--- src/rtl/mul_vec_issue_ctrl.sv ---
// Issue/return controller for the fixed-latency vector Vedic multiplier.
// Tracks in-flight ops and buffers results under credit-based flow control.
module mul_vec_issue_ctrl #(
  parameter int LATENCY    = 3,
  parameter int FIFO_DEPTH = 4,
  parameter int TAG_W      = 4
) (
  input  logic             clk,
  input  logic             rst,
  input  logic             req_valid,
  output logic             req_ready,
  input  logic [31:0]      req_a,
  input  logic [31:0]      req_b,
  input  logic [1:0]       req_op,
  input  logic [1:0]       req_prec,
  input  logic [TAG_W-1:0] req_tag,
  output logic [31:0]      mul_a,
  output logic [31:0]      mul_b,
  output logic [1:0]       mul_op,
  output logic [1:0]       mul_prec,
  input  logic [31:0]      mul_res,
  output logic             rsp_valid,
  input  logic             rsp_ready,
  output logic [31:0]      rsp_data,
  output logic [TAG_W-1:0] rsp_tag,
  output logic             rsp_err
);

  localparam int PW = $clog2(FIFO_DEPTH);
  localparam int CW = $clog2(FIFO_DEPTH + LATENCY + 1) + 1;

  typedef struct packed {
    logic [31:0]      data;
    logic [TAG_W-1:0] tag;
    logic             err;
  } ent_t;

  ent_t             mem_q [FIFO_DEPTH];
  ent_t             mem_d [FIFO_DEPTH];
  logic [LATENCY-1:0] vld_q, vld_d;
  logic [LATENCY-1:0] err_q, err_d;
  logic [TAG_W-1:0] tag_q [LATENCY];
  logic [TAG_W-1:0] tag_d [LATENCY];
  logic [PW-1:0]    wptr_q, wptr_d;
  logic [PW-1:0]    rptr_q, rptr_d;
  logic [PW:0]      cnt_q, cnt_d;

  logic          accept, issue, push, pop;
  logic [CW-1:0] infl, outst;
  ent_t          head;

  assign head      = mem_q[rptr_q];
  assign rsp_valid = (cnt_q != '0);
  assign rsp_data  = head.data;
  assign rsp_tag   = head.tag;
  assign rsp_err   = head.err;
  assign pop       = rsp_valid & rsp_ready;
  assign push      = vld_q[LATENCY-1];

  // Credits count both in-flight ops and queued results, so a
  // non-stallable multiplier can never overrun the FIFO.
  always_comb begin
    infl = '0;
    for (int i = 0; i < LATENCY; i++) begin
      infl = infl + CW'(vld_q[i]);
    end
    outst     = infl + CW'(cnt_q);
    req_ready = rst & ((outst - CW'(pop)) < CW'(FIFO_DEPTH));
  end

  assign accept   = req_valid & req_ready;
  assign issue    = accept & (req_prec != 2'b11);
  assign mul_a    = issue ? req_a    : '0;
  assign mul_b    = issue ? req_b    : '0;
  assign mul_op   = issue ? req_op   : '0;
  assign mul_prec = issue ? req_prec : '0;

  always_comb begin
    vld_d    = '0;
    err_d    = '0;
    tag_d    = tag_q;
    vld_d[0] = accept;
    err_d[0] = (req_prec == 2'b11);
    tag_d[0] = req_tag;
    for (int i = 1; i < LATENCY; i++) begin
      vld_d[i] = vld_q[i-1];
      err_d[i] = err_q[i-1];
      tag_d[i] = tag_q[i-1];
    end
  end

  always_comb begin
    mem_d  = mem_q;
    wptr_d = wptr_q + PW'(push);
    rptr_d = rptr_q + PW'(pop);
    cnt_d  = cnt_q + (PW+1)'(push) - (PW+1)'(pop);
    if (push) begin
      mem_d[wptr_q].data = err_q[LATENCY-1] ? '0 : mul_res;
      mem_d[wptr_q].tag  = tag_q[LATENCY-1];
      mem_d[wptr_q].err  = err_q[LATENCY-1];
    end
  end

  always_ff @(posedge clk or negedge rst) begin
    if (!rst) begin
      vld_q  <= '0;
      err_q  <= '0;
      wptr_q <= '0;
      rptr_q <= '0;
      cnt_q  <= '0;
      for (int i = 0; i < LATENCY; i++) begin
        tag_q[i] <= '0;
      end
      for (int i = 0; i < FIFO_DEPTH; i++) begin
        mem_q[i] <= '0;
      end
    end else begin
      vld_q  <= vld_d;
      err_q  <= err_d;
      tag_q  <= tag_d;
      wptr_q <= wptr_d;
      rptr_q <= rptr_d;
      cnt_q  <= cnt_d;
      mem_q  <= mem_d;
    end
  end

`ifndef SYNTHESIS
  a_no_overflow: assert property (@(posedge clk) disable iff (!rst)
    !(push && !pop && cnt_q == (PW+1)'(FIFO_DEPTH)));
`endif

endmodule

--- config.mk ---
export PLATFORM = sky130hd
export DESIGN_NAME = mul_vec_issue_ctrl
export DESIGN_NICKNAME = d
export VERILOG_FILES = /design/src/rtl/mul_vec_issue_ctrl.sv
export SDC_FILE = /design/constraint.sdc
export NUM_CORES = 1
export LEC_CHECK = 0
export ABC_CLOCK_PERIOD_IN_PS = 3100
export CAP_MARGIN = 10
export CORE_MARGIN = 4
export CORE_UTILIZATION = 40
export CTS_BUF_LIST = sky130_fd_sc_hd__clkbuf_4 sky130_fd_sc_hd__clkbuf_8 sky130_fd_sc_hd__clkbuf_16
export DETAILED_ROUTE_END_ITERATION = 12
export GPL_ROUTABILITY_DRIVEN = 0
export GPL_TIMING_DRIVEN = 0
export PLACE_DENSITY = 0.71
export SLEW_MARGIN = 10
export SYNTH_ARGS = -nofsm -noshare
export SYNTH_HDL_FRONTEND = slang
export SYNTH_SLANG_ARGS = --single-unit
--- constraint.sdc ---
create_clock -name clk -period 3.1 [get_ports clk]
set_input_delay 0.465 -clock clk [delete_from_list [all_inputs] [get_ports clk]]
set_output_delay 0.465 -clock clk [all_outputs]
set_load 0.03 [all_outputs]
======== After elaboration in Yosys (flattened, before gate mapping) ========
Cells that the tools add are included.
storage, ports and cells
  register bits after elaboration ......... 173
  bits of input ports ..................... 108
  output and inout port bits .............. 107
  word-level logic and storage cells ...... 59
operators by class
  add/sub/neg operators ................... 8
  magnitude comparators ................... 4
  equal/unequal tests ..................... 2
  muxes and demuxes ....................... 17
  bitwise logic cells ..................... 6
  reductions and logical operators ........ 2
operator list
  cell                                                       count
  bitwise mux 148 bit                                        3
  demux 37 bit (select 2 bit)                                3
  two-way mux 37 bit                                         3
  two-way mux 32 bit                                         3
  binary-select mux 37 bit (select 2 bit)                    1
  greater-or-equal comparator 3 bit (second input constant)  2
  NOT 2 -> 3 bit                                             2
  two-way mux 5 bit                                          1
  adder 2 x 1 -> 2 bit                                       2
  adder 3 x 3 -> 4 bit                                       1
  AND 1 bit                                                  4
  < comparator 4 x 3 -> 1 bit (second input constant)        1
  two-way mux 2 bit                                          2
  subtractor 4 x 1 -> 4 bit                                  1
  adder 2 x 1 -> 3 bit                                       1
  adder 3 x 1 -> 3 bit                                       1
  < comparator 3 x 1 -> 1 bit (second input constant)        1
  nonzero test 3 bit                                         1
  subtractor 3 x 1 -> 3 bit                                  1
  adder 1 x 1 -> 2 bit                                       1
  equality test 2 bit (second input constant)                1
  != test 2 bit (second input constant)                      1
  logical AND 1 bit                                          1
  two-way mux 1 bit                                          1

======== Logic depth before layout (Yosys ltp) ========
Gate-level depths: netlist of run 1.
  depth in word-level cells ............... 9
  mapped depth ............................ 11
  gate-level depth less buffers ........... 8

======== Worst setup path after synthesis of run 1 ========
OpenSTA, ideal clock, no wires.
  kind .................................... reg2out
  start point ............................. register cnt_q[0]
  end point ............................... output port req_ready
  data arrival time ....................... 3.390 ns
  data required time ...................... 2.635 ns
  setup slack ............................. -0.755 ns
  cell stages (with the launch flop) ...... 11
  path buffers ............................ 2
  cell sequence ........................... dfrtp_1 -> or3_1 -> nand2_1 -> xnor2_1 -> fa_1 -> ha_1 -> a31o_1 -> or3_1 -> buf_2 -> buf_6 -> a21boi_0
on the way
  cells in the longest elaborated chain, start to end .. 5
  elaborated cells on any way between the ends .. 6
  those cells by class .................... 2 x add/sub; 1 x order compare; 2 x bitwise; 1 x reduce/logical
ends and longest elaborated chain
  element                      line  source
  from (decl)                  46    logic [PW:0] cnt_q, cnt_d;
  from (signal assigned)       123   cnt_q <= cnt_d;
  nonzero test 3 bit           53    assign rsp_valid = (cnt_q != '0);
  named net rsp_valid          22    output logic rsp_valid,
  AND 1 bit                    57    assign pop = rsp_valid & rsp_ready;
  subtractor 4 x 1 -> 4 bit    68    req_ready = rst & ((outst - CW'(pop)) < CW'(FIFO_DEPTH));
  < comparator 4 x 3 -> 1 bit  68
  AND 1 bit                    68
  to (decl)                    11    output logic req_ready,
The timed path passes the listed nets, and every way through them passes these cells.

======== Worst setup path after layout of run 1 ========
  start point ............................. register cnt_q[0]
  end point ............................... output port mul_b[13]
on the way
  cells in the longest elaborated chain, start to end .. 8
  elaborated cells on any way between the ends .. 9
  those cells by class .................... 2 x add/sub; 1 x order compare; 1 x mux; 4 x bitwise; 1 x reduce/logical
ends and longest elaborated chain
  element                                                                       line  source
  parallel branches: the longest is 2 deep, another holds adder 3 x 3 -> 4 bit  -
  subtractor 4 x 1 -> 4 bit (*)                                                 68
  < comparator 4 x 3 -> 1 bit (*)                                               68
  AND 1 bit (*)                                                                 68
  AND 1 bit (*)                                                                 71    assign accept = req_valid & req_ready;
  AND 1 bit (*)                                                                 72    assign issue = accept & (req_prec != 2'b11);
  two-way mux 32 bit (*)                                                        74    assign mul_b = issue ? req_b : '0;
  to (decl)                                                                     18    output logic [31:0] mul_b,
Mark *: on every way between the ends.

==> results.cfg, run 1 <==
[clock_network]
root_buffer = clkbuf_16
clk_path_buf_depth = 2
cts_tree = yes
h-tree-depth = 4
clkTransAtPathRegs_ns = 0.06
insertion_delay_ns = 0.42
cts_sinks = 173
numCtsBuffers = 17

[synthesis]
synth-seq-cells = 173
yosysUniqueCellTypes = 31
yosysSeqAreaShare_pct = 53.5
yosys.area.top_type = dfrtp_1
synthCells = 761
ys.flop_type = dfrtp_1
synth_async_sr_flop_share_pct = 100
synth_area_um2 = 8090
synth_edf_count = 0
synth_common_cells = 173 x dfrtp_1, 131 x nand2_1, 123 x o21ai_0, 69 x nand3_1, 47 x a21oi_1
syn_avg_cell_area_um2 = 10.6
synth-warning-count = 0
syn_nets = 877
synthTopCellsByArea = dfrtp_1 54%, mux4_2 10%, o21ai_0 7.6%
synth_top_area_share_pct = 53.5
synth_most_common_cell = dfrtp_1

[setup_path]
r2r_end = vld_q[0]
r2r_slack_ns = 0.22
worstSetupPathType = flop to output pin
cp-start-kind = flop
required_ns = 2.63
critPathArrivalTime_ns = 3.26
crit_path_max_fanout = 5
ff2ff_path_depth = 11
cp-end-kind = output pin
r2r_start = cnt_q[0]
cp-startpoint = cnt_q[0]

[die]
die_x_um = 150
die_area_um2 = 22600
core_um2 = 19700
ios = 215
die_h_um = 150
initial_core_util_pct = 41.2
rows = 51

[finish]
fin_nets = 1126
design_area_um2 = 12300
n_antenna_cell = 0
final_core_util_pct = 62.3
syn2layout_area_growth_pct = 51.4
drive_gt1_share_pct = 27.5

[placement]
port_buffers = 214
hpwl_um = 16500
dpl-instance-area_um2 = 11100

[global_route]
grt_pass1_wl_um = 37000
antenna_found_initial = 0
grt_pass1_vias = 6926
track_usage_pct = 20.9
grt_max_degree = 113
overflow = 0

[power_and_ir_drop]
p_comb_share_pct = 58.8
p_switching_w = 0.00605
p_int_w = 0.00886
seqPwrFrac_pct = 26.0
power_density_nw_per_um2 = 1220
pwr-share-clk_pct = 15.3
p_sw_share_pct = 40.6
ir_drop_mv = 0.949
power_leakage_nw = 5.10

[status]
violations = setup timing
status = complete, but fails checks

[sta]
whs_ns = 0.0703
timing.final.crit_share_pct = 120
skew_ns = 0.00656
setup_viol = 69
maxSlewViolCount = 0
rsz0062_at_grt = true
fin_crit_ns = 3.72
hold_viol = 0
timing.fmax_mhz = 268
setup_ws_ns = -0.624
max_slew_margin_pct = 57.2
tightestPinTransition_ns = 0.642

[drt]
avgViaCountPerCell = 5.25
wire_per_inst_um = 18.4
dr.pass1.iters = 5
ant_nets = 0
drtIter0Drc = 430
via_count = 6762
routed_wl_um = 23700
drc = 0

[flow_run]
max_cap_viol_count = 0

[hold_path]
hp-class = input pin to asynchronous set/reset pin
worst max path at each step:
| stage | cells past startpoint | slack (ns) | end |
|---|---|---|---|
| after global placement | 4 | -6.94 | mul_prec[1] |
| after floorplan | 9 | -0.22 | mul_prec[0] |
| after global routing | 11 | -0.72 | mul_b[13] |
| after CTS | 12 | -0.69 | mul_b[13] |
| after detailed placement | 11 | -1.36 | mul_b[29] |
| final | 11 | -0.62 | mul_b[13] |
registers in the layout, indices dropped and copies added, names as in the netlist:
signal and count:
cnt_q 3, err_q 3, mem_q 148, rptr_q 2, tag_d 8, tag_q 4
vld_q 3, wptr_q 2
layout make-up:
class                           instances  area, um2
Sequential cell                       173       4330
Inverter                                8       30.0
Clock inverter                         11        165
Tap cell                              265        332
Timing Repair Buffer                  231       2470
Fill cell                            1599       7400
Multi-Input combinational cell        512       4060
Buffer                                 67        390
Clock buffer                           21        468
per-stage QoR:
step	power, W	setup TNS [ns]	worst slack (ns)	instances
after floorplan	0.00889	-13.19	-0.224	761
after global placement	0.0111	-1404.37	-6.94	1240
after detailed placement	0.0113	-83.81	-1.36	1242
after CTS	0.0140	-42.26	-0.688	1281
after global routing	0.0157	-44.23	-0.718	1288
final	0.0149	-37.67	-0.624	1288
power by group through the flow:
stage          Sequential, W  Combinational [W]  Clock, W
6_report             0.00387            0.00876   0.00228
5_1_grt              0.00399            0.00935   0.00240
4_1_cts              0.00386            0.00779   0.00230
3_5_place_dp         0.00390            0.00736         0
3_3_place_gp         0.00385            0.00724         0
2_1_floorplan        0.00371            0.00517         0
critical path: stages (launching register included):
cell     delay [ns]
dfrtp_2        0.41
or3_4          0.39
nand2_4        0.09
xnor2_2        0.07
fa_2           0.37
ha_4           0.22
a31o_4         0.23
or3_4          0.45
buf_12         0.18
buf_16         0.14
a21oi_4        0.14
buf_6          0.14
placed cells by master (no fill, tap or decap), types with 3 or more instances in the layout:
| cell | synthesis | layout |
|---|---|---|
| a21oi_2 | 20 | 19 |
| a21oi_4 | 0 | 48 |
| buf_12 | 0 | 5 |
| buf_16 | 0 | 3 |
| buf_2 | 18 | 11 |
| buf_4 | 1 | 20 |
| buf_6 | 3 | 62 |
| bufinv_16 | 0 | 4 |
| clkbuf_1 | 46 | 41 |
| clkbuf_16 | 0 | 22 |
| clkbuf_4 | 0 | 5 |
| clkdlybuf4s50_1 | 0 | 144 |
| clkinv_2 | 0 | 4 |
| dfrtp_1 | 173 | 172 |
| ha_1 | 6 | 5 |
| inv_1 | 8 | 8 |
| mux2_2 | 19 | 19 |
| mux4_2 | 37 | 37 |
| nand2_1 | 131 | 130 |
| nand2b_1 | 32 | 32 |
| nand3_1 | 69 | 68 |
| o21ai_0 | 123 | 123 |
| o21ai_1 | 5 | 5 |
| or3_4 | 0 | 3 |
| xor2_1 | 3 | 3 |
kinds of logic (layout without fill, tap and decap cells):
group | Yosys count | after routing | synth area share [%]
mux | 58 | 58 | 13.2
fa+ha+maj | 8 | 8 | 1.42
buf+inv | 77 | 338 | 4.18
compound gates | 199 | 199 | 13.6
flops | 173 | 173 | 53.5
simple gates | 240 | 241 | 13.5
xor+xnor | 6 | 6 | 0.650
per-layer routing:
metal  wire length, um  track usage (%)  share of wire [%]  vias up
met4               343             5.03                1.4        0
met5                 0                0                  0        -
met3              1540             5.78                6.5       22
met1              9490             26.8                 40     3374
met2             12300             35.4                 52      203
li1                  -                -                  -     3163
timing repair:
action / 4_1_cts / 5_1_grt
gates resized for setup: 477 / 42
setup buffers: 7 / 2
cloned: 0 / 6
hold endpoints to repair: 1 / 0
setup endpoints to repair: 91 / 69
pin swaps: 6 / 7
hold buffers: 1 / 0
No activity file was read; power rests on OpenSTA's default activity.
==> run 2, diff against run 1 <==
Settings changed: GPL_ROUTABILITY_DRIVEN 0 to default.
==> results of run 2 <==
No change in the layout: final DEF, timing and power equal those of run 1.
